==> config.mk <==
export PLATFORM = sky130hd
export DESIGN_NAME = mips_cpu_cycle_sequencer
export DESIGN_NICKNAME = d
export VERILOG_FILES = /design/src/rtl/mips_cpu_pkg.sv /design/src/rtl/mips_cpu_instr_class.sv /design/src/rtl/mips_cpu_cycle_sequencer.sv
export SDC_FILE = /design/constraint.sdc
export NUM_CORES = 1
export LEC_CHECK = 0
export CORE_ASPECT_RATIO = 0.7
export CORE_MARGIN = 1
export CORE_UTILIZATION = 40
export CTS_CLUSTER_DIAMETER = 30
export CTS_CLUSTER_SIZE = 16
export DETAILED_ROUTE_END_ITERATION = 8
export HOLD_SLACK_MARGIN = 0.02
export PLACE_DENSITY = 0.68
export SETUP_SLACK_MARGIN = 0.02
export SLEW_MARGIN = 20
export SYNTH_ARGS = -nofsm -noshare
export SYNTH_HDL_FRONTEND = slang
export SYNTH_SLANG_ARGS = --single-unit
export TNS_END_PERCENT = 20
==> constraint.sdc <==
create_clock -name clk -period 4.5 [get_ports clk]
set_input_delay 0.9 -clock clk [delete_from_list [all_inputs] [get_ports clk]]
set_output_delay 0.9 -clock clk [all_outputs]
set_load 0.005 [all_outputs]
==> src/rtl/mips_cpu_pkg.sv <==
// Shared types and opcode constants for the multicycle MIPS core.
package mips_cpu_pkg;

  typedef enum logic [2:0] {
    ST_FETCH  = 3'd0,
    ST_DECODE = 3'd1,
    ST_EXEC   = 3'd2,
    ST_MEM    = 3'd3,
    ST_WB     = 3'd4,
    ST_HALT   = 3'd5
  } state_t;

  localparam logic [5:0] OP_RTYPE  = 6'h00;
  localparam logic [5:0] OP_REGIMM = 6'h01;
  localparam logic [5:0] OP_J      = 6'h02;
  localparam logic [5:0] OP_JAL    = 6'h03;
  localparam logic [5:0] OP_BEQ    = 6'h04;
  localparam logic [5:0] OP_BGTZ   = 6'h07;
  localparam logic [5:0] OP_ADDI   = 6'h08;
  localparam logic [5:0] OP_LUI    = 6'h0F;
  localparam logic [5:0] OP_LB     = 6'h20;
  localparam logic [5:0] OP_LW     = 6'h23;
  localparam logic [5:0] OP_LWR    = 6'h26;
  localparam logic [5:0] OP_SB     = 6'h28;
  localparam logic [5:0] OP_SH     = 6'h29;
  localparam logic [5:0] OP_SW     = 6'h2B;

  localparam logic [5:0] FN_JR     = 6'h08;
  localparam logic [5:0] FN_JALR   = 6'h09;

  typedef enum logic [2:0] {
    CL_ALU,
    CL_LINK,
    CL_LOAD,
    CL_STORE,
    CL_FLOW,
    CL_ILLEGAL
  } instr_class_t;

  // R-type fncodes executed by the ALU path: shifts, HI/LO moves,
  // mult/div, add/sub, logic ops and set-less-than.
  function automatic logic fn_is_arith(input logic [5:0] fn);
    case (fn)
      6'h00, 6'h02, 6'h03, 6'h04, 6'h06, 6'h07,
      6'h10, 6'h11, 6'h12, 6'h13,
      6'h18, 6'h19, 6'h1A, 6'h1B,
      6'h20, 6'h21, 6'h22, 6'h23, 6'h24, 6'h25, 6'h26, 6'h27,
      6'h2A, 6'h2B: fn_is_arith = 1'b1;
      default:      fn_is_arith = 1'b0;
    endcase
  endfunction

endpackage

==> src/rtl/mips_cpu_instr_class.sv <==
// Combinational opcode/fncode classifier, shared with the control decoder.
module mips_cpu_instr_class
  import mips_cpu_pkg::*;
(
  input  logic [5:0]   opcode,
  input  logic [5:0]   fncode,
  output instr_class_t instr_class
);

  // Map the instruction fields onto the sequencing class.
  always_comb begin
    instr_class = CL_ILLEGAL;
    if (opcode == OP_RTYPE) begin
      if (fncode == FN_JR)            instr_class = CL_FLOW;
      else if (fncode == FN_JALR)     instr_class = CL_LINK;
      else if (fn_is_arith(fncode))   instr_class = CL_ALU;
    end else if (opcode == OP_REGIMM || opcode == OP_JAL) begin
      instr_class = CL_LINK;
    end else if (opcode == OP_J) begin
      instr_class = CL_FLOW;
    end else if (opcode >= OP_BEQ && opcode <= OP_BGTZ) begin
      instr_class = CL_FLOW;
    end else if (opcode >= OP_ADDI && opcode <= OP_LUI) begin
      instr_class = CL_ALU;
    end else if (opcode >= OP_LB && opcode <= OP_LWR) begin
      instr_class = CL_LOAD;
    end else if (opcode == OP_SB || opcode == OP_SH || opcode == OP_SW) begin
      instr_class = CL_STORE;
    end
  end

endmodule

==> src/rtl/mips_cpu_cycle_sequencer.sv <==
// State register and next-state logic of the multicycle MIPS core.
// Handshake: mem_waitrequest=1 means memory has not accepted/returned the
// access this cycle; FETCH and MEM hold until a cycle with waitrequest=0,
// and that cycle completes the access. Elsewhere waitrequest is ignored.
module mips_cpu_cycle_sequencer
  import mips_cpu_pkg::*;
#(
  parameter int CNT_W = 32
) (
  input  logic             clk,
  input  logic             rst_n,
  input  logic [5:0]       opcode,
  input  logic [5:0]       fncode,
  input  logic             mem_waitrequest,
  input  logic             pc_next_zero,
  output logic [2:0]       state,
  output logic             active,
  output logic             instr_done,
  output logic             fault,
  output logic [CNT_W-1:0] cycle_count
);

  state_t           state_q, state_d;
  logic             active_q, active_d;
  logic             fault_q, fault_d;
  logic [CNT_W-1:0] cycle_count_q, cycle_count_d;
  instr_class_t     cls;

  mips_cpu_instr_class u_class (
    .opcode      (opcode),
    .fncode      (fncode),
    .instr_class (cls)
  );

  // State, fault flag and active-cycle counter registers.
  always_ff @(posedge clk or negedge rst_n) begin
    if (!rst_n) begin
      state_q       <= ST_FETCH;
      active_q      <= 1'b1;
      fault_q       <= 1'b0;
      cycle_count_q <= '0;
    end else begin
      state_q       <= state_d;
      active_q      <= active_d;
      fault_q       <= fault_d;
      cycle_count_q <= cycle_count_d;
    end
  end

  // Next-state selection; a retiring instruction halts if it commits PC 0.
  always_comb begin
    state_d = state_q;
    fault_d = fault_q;
    case (state_q)
      ST_FETCH:  state_d = mem_waitrequest ? ST_FETCH : ST_DECODE;
      ST_DECODE: state_d = ST_EXEC;
      ST_EXEC: begin
        case (cls)
          CL_ALU, CL_LINK:    state_d = ST_WB;
          CL_LOAD, CL_STORE:  state_d = ST_MEM;
          CL_FLOW:            state_d = pc_next_zero ? ST_HALT : ST_FETCH;
          default: begin
            // Illegal wins over pc_next_zero and never retires.
            state_d = ST_HALT;
            fault_d = 1'b1;
          end
        endcase
      end
      ST_MEM: begin
        if (!mem_waitrequest) begin
          if (cls == CL_STORE) state_d = pc_next_zero ? ST_HALT : ST_FETCH;
          else                 state_d = ST_WB;
        end
      end
      ST_WB:   state_d = pc_next_zero ? ST_HALT : ST_FETCH;
      ST_HALT: state_d = ST_HALT;
      default: begin
        state_d = ST_HALT;
        fault_d = 1'b1;
      end
    endcase
    active_d      = (state_d != ST_HALT);
    cycle_count_d = (state_q != ST_HALT) ? cycle_count_q + CNT_W'(1) : cycle_count_q;
  end

  // Outputs: retire pulse decoded from state and class, the rest registered.
  always_comb begin
    instr_done = 1'b0;
    case (state_q)
      ST_EXEC: instr_done = (cls == CL_FLOW);
      ST_MEM:  instr_done = (cls == CL_STORE) && !mem_waitrequest;
      ST_WB:   instr_done = 1'b1;
      default: instr_done = 1'b0;
    endcase
    state       = state_q;
    active      = active_q;
    fault       = fault_q;
    cycle_count = cycle_count_q;
  end

endmodule

Yosys cells after proc, flatten, opt, wreduce, memory -nomap -nowiden
Memories as Yosys holds them, arrays and structs flattened. Cells that the tools add are included.

Bits in registers: 37. ROM bits: 64. Bits of input ports: 16. Output and inout bits: 38. Logic and storage cells: 71. Memories kept: 1.

Memory list: (no name shown) (depth 64, width 1, read ports 1, clocked after Yosys merged registers in 0, write ports 0, RTL line mips_cpu_pkg.sv:43) `case (fn)`.

Add/subtract/negate cells: 1. $lt $le $gt $ge: 6. Eq/ne operators: 20. Muxes and demuxes: 22. Bitwise operators: 1. Reduce and logical (&&, ||, !) cells: 16.

Operators with widths (count): 2-to-1 mux 3 bit (13); adder 32 x 1 -> 32 bit (second input constant) (1); equality test 6 bit (second input constant) (3); case mux 3 bit (5 select lines) (1); equality test 3 x 2 -> 1 bit (second input constant) (4); equality test 6 x 2 -> 1 bit (second input constant) (2); equality test 6 x 4 -> 1 bit (second input constant) (2); OR reduction 5 bit (2); equality test 3 bit (second input constant) (3); case mux 3 bit (3 select lines) (1); equality test 3 x 1 -> 1 bit (second input constant) (2); equality test 6 x 1 -> 1 bit (second input constant) (1); >= comparator 6 x 3 -> 1 bit (second input constant) (1); >= comparator 6 x 4 -> 1 bit (second input constant) (1); >= comparator 6 bit (second input constant) (1); less-or-equal comparator 6 x 3 -> 1 bit (second input constant) (1); less-or-equal comparator 6 x 4 -> 1 bit (second input constant) (1); less-or-equal comparator 6 bit (second input constant) (1); zero test 3 bit (2); zero test 6 bit (1); != test 3 bit (second input constant) (2); 2-to-1 mux 1 bit (5); logical AND 1 bit (4); OR reduction 2 bit (2); other kinds (7) (9).

Depth between registers and ports, before layout
Depth after elaboration: 15. Depth in mapped cells: 6. Gate-level depth less buffers: 5.

Cells and area by module
Synthesis repeated with hierarchy kept, for this count alone.

Cells, all modules: 193. Area total of the unflattened synthesis: 2006.9 µm².

By module, submodules not included: mips_cpu_cycle_sequencer (times used 1, cells each 165, area an instance 1833.0 µm², sequential area each 927.1 µm²); mips_cpu_instr_class (times used 1, cells each 28, area an instance 173.9 µm², sequential area each 0.0 µm²).

Worst setup path before layout
OpenSTA, ideal clock, no wires.

Path type: input to output. Start: input fncode[0]. End: output instr_done. Arrival time: 2.007 ns. Data required time: 3.600 ns. Slack: 1.593 ns. Stages on the path: 5. Buffers on the path: 0. Path through: or3_2 -> o211ai_2 -> a21oi_1 -> a21o_2 -> o21ai_0.

Word-level cells in the longest chain between the ends: 11. Elaborated cells on any way between the ends: 14. Those cells by class: eq/ne (4); mux (8); reduce/logical (1); memory (1).

Ends and longest elaborated chain: from (decl) (RTL line mips_cpu_cycle_sequencer.sv:13) `input logic [5:0] fncode,`; memory read (64 x 1 bit); 2-to-1 mux 1 bit (RTL line mips_cpu_instr_class.sv:15) `else if (fncode == FN_JALR) instr_class = CL_LINK;`; 2-to-1 mux 1 bit (RTL line mips_cpu_instr_class.sv:14) `if (fncode == FN_JR) instr_class = CL_FLOW;`; 2-to-1 mux 1 bit (RTL line mips_cpu_instr_class.sv:13) `if (opcode == OP_RTYPE) begin`; 2-to-1 mux 3 bit (RTL line mips_cpu_instr_class.sv:16) `else if (fn_is_arith(fncode)) instr_class = CL_ALU;`; 2-to-1 mux 3 bit (RTL line mips_cpu_instr_class.sv:15); 2-to-1 mux 3 bit (*) (RTL line mips_cpu_instr_class.sv:14); 2-to-1 mux 3 bit (*) (RTL line mips_cpu_instr_class.sv:13); equality test 3 x 2 -> 1 bit (RTL line mips_cpu_cycle_sequencer.sv:91) `ST_MEM: instr_done = (cls == CL_STORE) && !mem_waitrequest;`; logical AND 1 bit (RTL line mips_cpu_cycle_sequencer.sv:91); case mux 1 bit (3 select lines) (*) (RTL line mips_cpu_cycle_sequencer.sv:89) `case (state_q)`; to (decl) (RTL line mips_cpu_cycle_sequencer.sv:18) `output logic instr_done,`.

Mark *: on every way between the ends. The rest lies on a longest branch, timed or not. The select of a mux whose other input is x is not followed.

Worst setup path in the final report
Start: input opcode[0]. End: output instr_done.

Word-level cells in the longest chain between the ends: 13. Elaborated cells on any way between the ends: 30. Those cells by class: order compare (6); eq/ne (8); mux (8); reduce/logical (8).

Ends and longest elaborated chain: from (decl) (RTL line mips_cpu_cycle_sequencer.sv:12) `input logic [5:0] opcode,`; parallel branches: the longest is 9 deep, another holds >= comparator 6 bit; 2-to-1 mux 3 bit (*) (RTL line mips_cpu_instr_class.sv:13); equality test 3 x 2 -> 1 bit (RTL line mips_cpu_cycle_sequencer.sv:91); logical AND 1 bit (RTL line mips_cpu_cycle_sequencer.sv:91); case mux 1 bit (3 select lines) (*) (RTL line mips_cpu_cycle_sequencer.sv:89).

Every way passes the cells marked *.

==> impl_metrics.json <==
{
  "p_int_w": 0.000756,
  "pwr-share-comb_pct": 30.2,
  "met3_length_microns": 260,
  "critPathCaptureType": "output pin",
  "topRoutingLayerUsed": "met4",
  "crit_chain": "clkdlybuf4s50_1, nor3_1, o211ai_2, or4_4, nand3_2, o21ai_0, clkdlybuf4s50_1",
  "cts-htree-levels": 2,
  "syn_inst": 198,
  "p_per_area_mw_per_mm2": 406,
  "vias": 1632,
  "post-route-min-period_ns": 3.99,
  "pwr-share-clk_pct": 27.0,
  "cts_setup_buffers": 0,
  "ys.warnings.count": 0,
  "nets": 272,
  "ios": 54,
  "ys_types": 45,
  "finalCritPeriodShare_pct": 88.7,
  "grt.total_usage_pct": 16.8,
  "grt_pass1_wl_mm": 6.62,
  "maxCapViolations": 0,
  "cp_top_family": "simple AND/OR/NAND/NOR gates",
  "viasPerCell": 5.07,
  "max_freq_ghz": 0.251,
  "port_buffers": 53,
  "antenna_cells": 0,
  "numCtsBuffers": 5,
  "final_antenna_net_count": 0,
  "critPathMaxFanout": 7,
  "row_count": 20,
  "cp_common_cell": "clkdlybuf4s50_1",
  "pwr-share-seq_pct": 42.8,
  "die_x_microns": 86.0,
  "drtIter0Drc": 56,
  "cp.depth": 7,
  "swShare_pct": 30.6,
  "cts_max_path_buffers": 2,
  "area_delta_synth_final_pct": 35.9,
  "rrSetupSlack_ns": 2.53,
  "ctsResizeCount": 0,
  "grt_pass1_vias": 1377,
  "layout-drive-gt1-share_pct": 8.98,
  "clk_latency_ns": 0.28,
  "dr_wl_met2_mm": 1.71,
  "cpPeakStageDelay_ns": 0.58,
  "dp_hpwl_mm": 3.29,
  "clock-sinks": 37,
  "start_util_pct": 43.6,
  "hold_class": "reg -> reg",
  "fin_cells": 322,
  "status": "finished clean",
  "clock_skew_ns": 0.00934,
  "peakVddDrop_mv": 0.299,
  "worstMarginPinSlew_ns": 0.813,
  "r2r_start": "state[1]$_DFF_PN0_",
  "clk_pin_slew_ns": 0.08,
  "design_area_sq_mm": 0.00268,
  "arrival_ns": 3.09,
  "gp_congestion": 0.815,
  "final-hold-violation-count": 0,
  "first_pass_iters": 4,
  "crit_type": "in -> out",
  "setup_viol": 0,
  "slew_viol_final": 0,
  "tns_ns": 0,
  "crit_start": "opcode[0]",
  "finalPower_w": 0.00109,
  "place_inst": 314,
  "chipHeight_microns": 60.8,
  "overflow": 0,
  "finalWirelength_mm": 4.27,
  "cts-root-buf": "clkbuf_8",
  "worst_path_max_delay_cell": "or4_4",
  "grt_max_degree": 38,
  "reg2regPathDepth": 5,
  "reg2reg_to": "cycle_count[24]$_DFFE_PN0P_",
  "placement.cell_area_sq_mm": 0.00257,
  "synth-seq-cells": 37,
  "slew_headroom_pct": 45.8,
  "crit_path_end": "instr_done",
  "antenna_found_initial": 0,
  "worstPathRequired_ns": 3.60,
  "synth.avg_cell_area_sq_um": 9.97,
  "syn-num-nets": 215,
  "cts_tree": "yes",
  "fp.coreArea_sq_mm": 0.00453,
  "power_leakage_nw": 1.13,
  "switchingPower_w": 0.000334,
  "startpoint_type": "input pin",
  "routedWlPerCell_microns": 13.3,
  "synth-seq-area-share_pct": 47.0,
  "drt-met1-wl_mm": 2.28,
  "rsz0062_at_grt": "false",
  "mappedNetlistArea_sq_mm": 0.00197,
  "dieArea_sq_mm": 0.00523,
  "ctsHoldBuffers": 0,
  "cp_num_buf_inv": 2,
  "drc_errors": 0
}
flip-flops by register name, summed over array words and instances (netlist names):
signal	flops
active	1
state	3
fault	1
cycle_count	32
synthesized netlist by cell type, drive strengths merged:
cell type	instances	area, sq um
dfrtp	36	901
xnor2	24	210
nand2	19	71.3
nand3	15	80.1
nor2	14	52.6
a21oi	8	40.0
and3	7	43.8
nor3	7	45.0
xor2	7	61.3
and2	6	38.8
inv	6	22.5
nand4	6	37.5
o21ai	4	20.0
a21o	3	25.0
buf	3	15.0
nand3b	3	26.3
nor2b	3	18.8
o21bai	3	22.5
a211oi	2	20.0
a221oi	2	17.5
nand2b	2	12.5
a221o	1	10.0
a2bb2oi	1	15.0
a31o	1	8.76
a31oi	1	6.26
a41oi	1	8.76
and4	1	8.76
dfstp	1	26.3
ha	1	12.5
mux2	1	11.3
mux2i	1	10.0
nand4b	1	8.76
o211ai	1	12.5
o21a	1	7.51
o31a	1	8.76
or3	1	7.51
or3b	1	8.76
or4	1	11.3
or4b	1	10.0
placed cells by master, fill, tap and decap left out, drive strengths merged, types with 2 or more instances in the layout:
master,instances
a221oi,2
nor2b,3
nor3,7
xor2,7
nand3b,3
nand2b,2
o21ai,4
nand4,6
dfrtp,36
and3,7
o21bai,3
nand2,19
clkdlybuf4s50,52
clkbuf,7
xnor2,24
a211oi,2
nand3,15
and2,6
a21o,3
inv,6
a21oi,8
nor2,14
cells by family after synthesis:
family                     Yosys count  synth area share, %
and+or+nand+nor                     88                 24.4
DFF                                 37                 47.0
xor gates and xnor gates            31                 13.8
AOI/OAI and AO/OA                   30                 11.3
buffers and inverters                9                 1.90
muxes                                2                 1.08
adders and majority gates            1                0.634
metal layers:
| layer | GRT usage (%) | vias to the layer above |
|---|---|---|
| met2 | 22.0 | 48 |
| met5 | 0 | - |
| met4 | 5.00 | 0 |
| met1 | 25.7 | 766 |
| li1 | - | 814 |
| met3 | 5.58 | 4 |
power groups by stage:
| stage | Sequential [W] | Clock [W] | Combinational (W) |
|---|---|---|---|
| CTS | 0.000466 | 0.000303 | 0.000331 |
| global route | 0.000475 | 0.000318 | 0.000358 |
| finish | 0.000467 | 0.000295 | 0.000329 |
| detailed placement | 0.000471 | 0 | 0.000331 |
| global placement | 0.000473 | 0 | 0.000325 |
| floorplan | 0.000438 | 0 | 0.000194 |
worst min-delay path by stage:
stage | startpoint | end | depth (start not counted)
2_1_floorplan | cycle_count[31]$_DFFE_PN0P_ | cycle_count[31]$_DFFE_PN0P_ | 1
3_3_place_gp | cycle_count[31]$_DFFE_PN0P_ | cycle_count[31]$_DFFE_PN0P_ | 1
3_5_place_dp | cycle_count[22]$_DFFE_PN0P_ | cycle_count[22]$_DFFE_PN0P_ | 1
4_1_cts | cycle_count[22]$_DFFE_PN0P_ | cycle_count[22]$_DFFE_PN0P_ | 1
5_1_grt | cycle_count[22]$_DFFE_PN0P_ | cycle_count[22]$_DFFE_PN0P_ | 1
6_report | cycle_count[22]$_DFFE_PN0P_ | cycle_count[22]$_DFFE_PN0P_ | 1
stage by stage:
step,worst slack [ns],hold slack [ns],utilization [%]
2_1_floorplan,1.59,0.468,-
3_3_place_gp,0.489,0.466,56.7
3_5_place_dp,0.538,0.478,56.7
4_1_cts,0.538,0.489,59.3
5_1_grt,0.346,0.501,59.3
6_report,0.510,0.481,59.3
cell type report:
class	instances	area (sq um)
flip-flops and latches	37	927
inverters	6	22.5
clock inverters	1	30.0
fillers	383	1850
well taps	66	82.6
multi-input cells	152	1010
repair buffers	53	526
clock buffers	7	86.3
(Power assumes the default switching activity.)
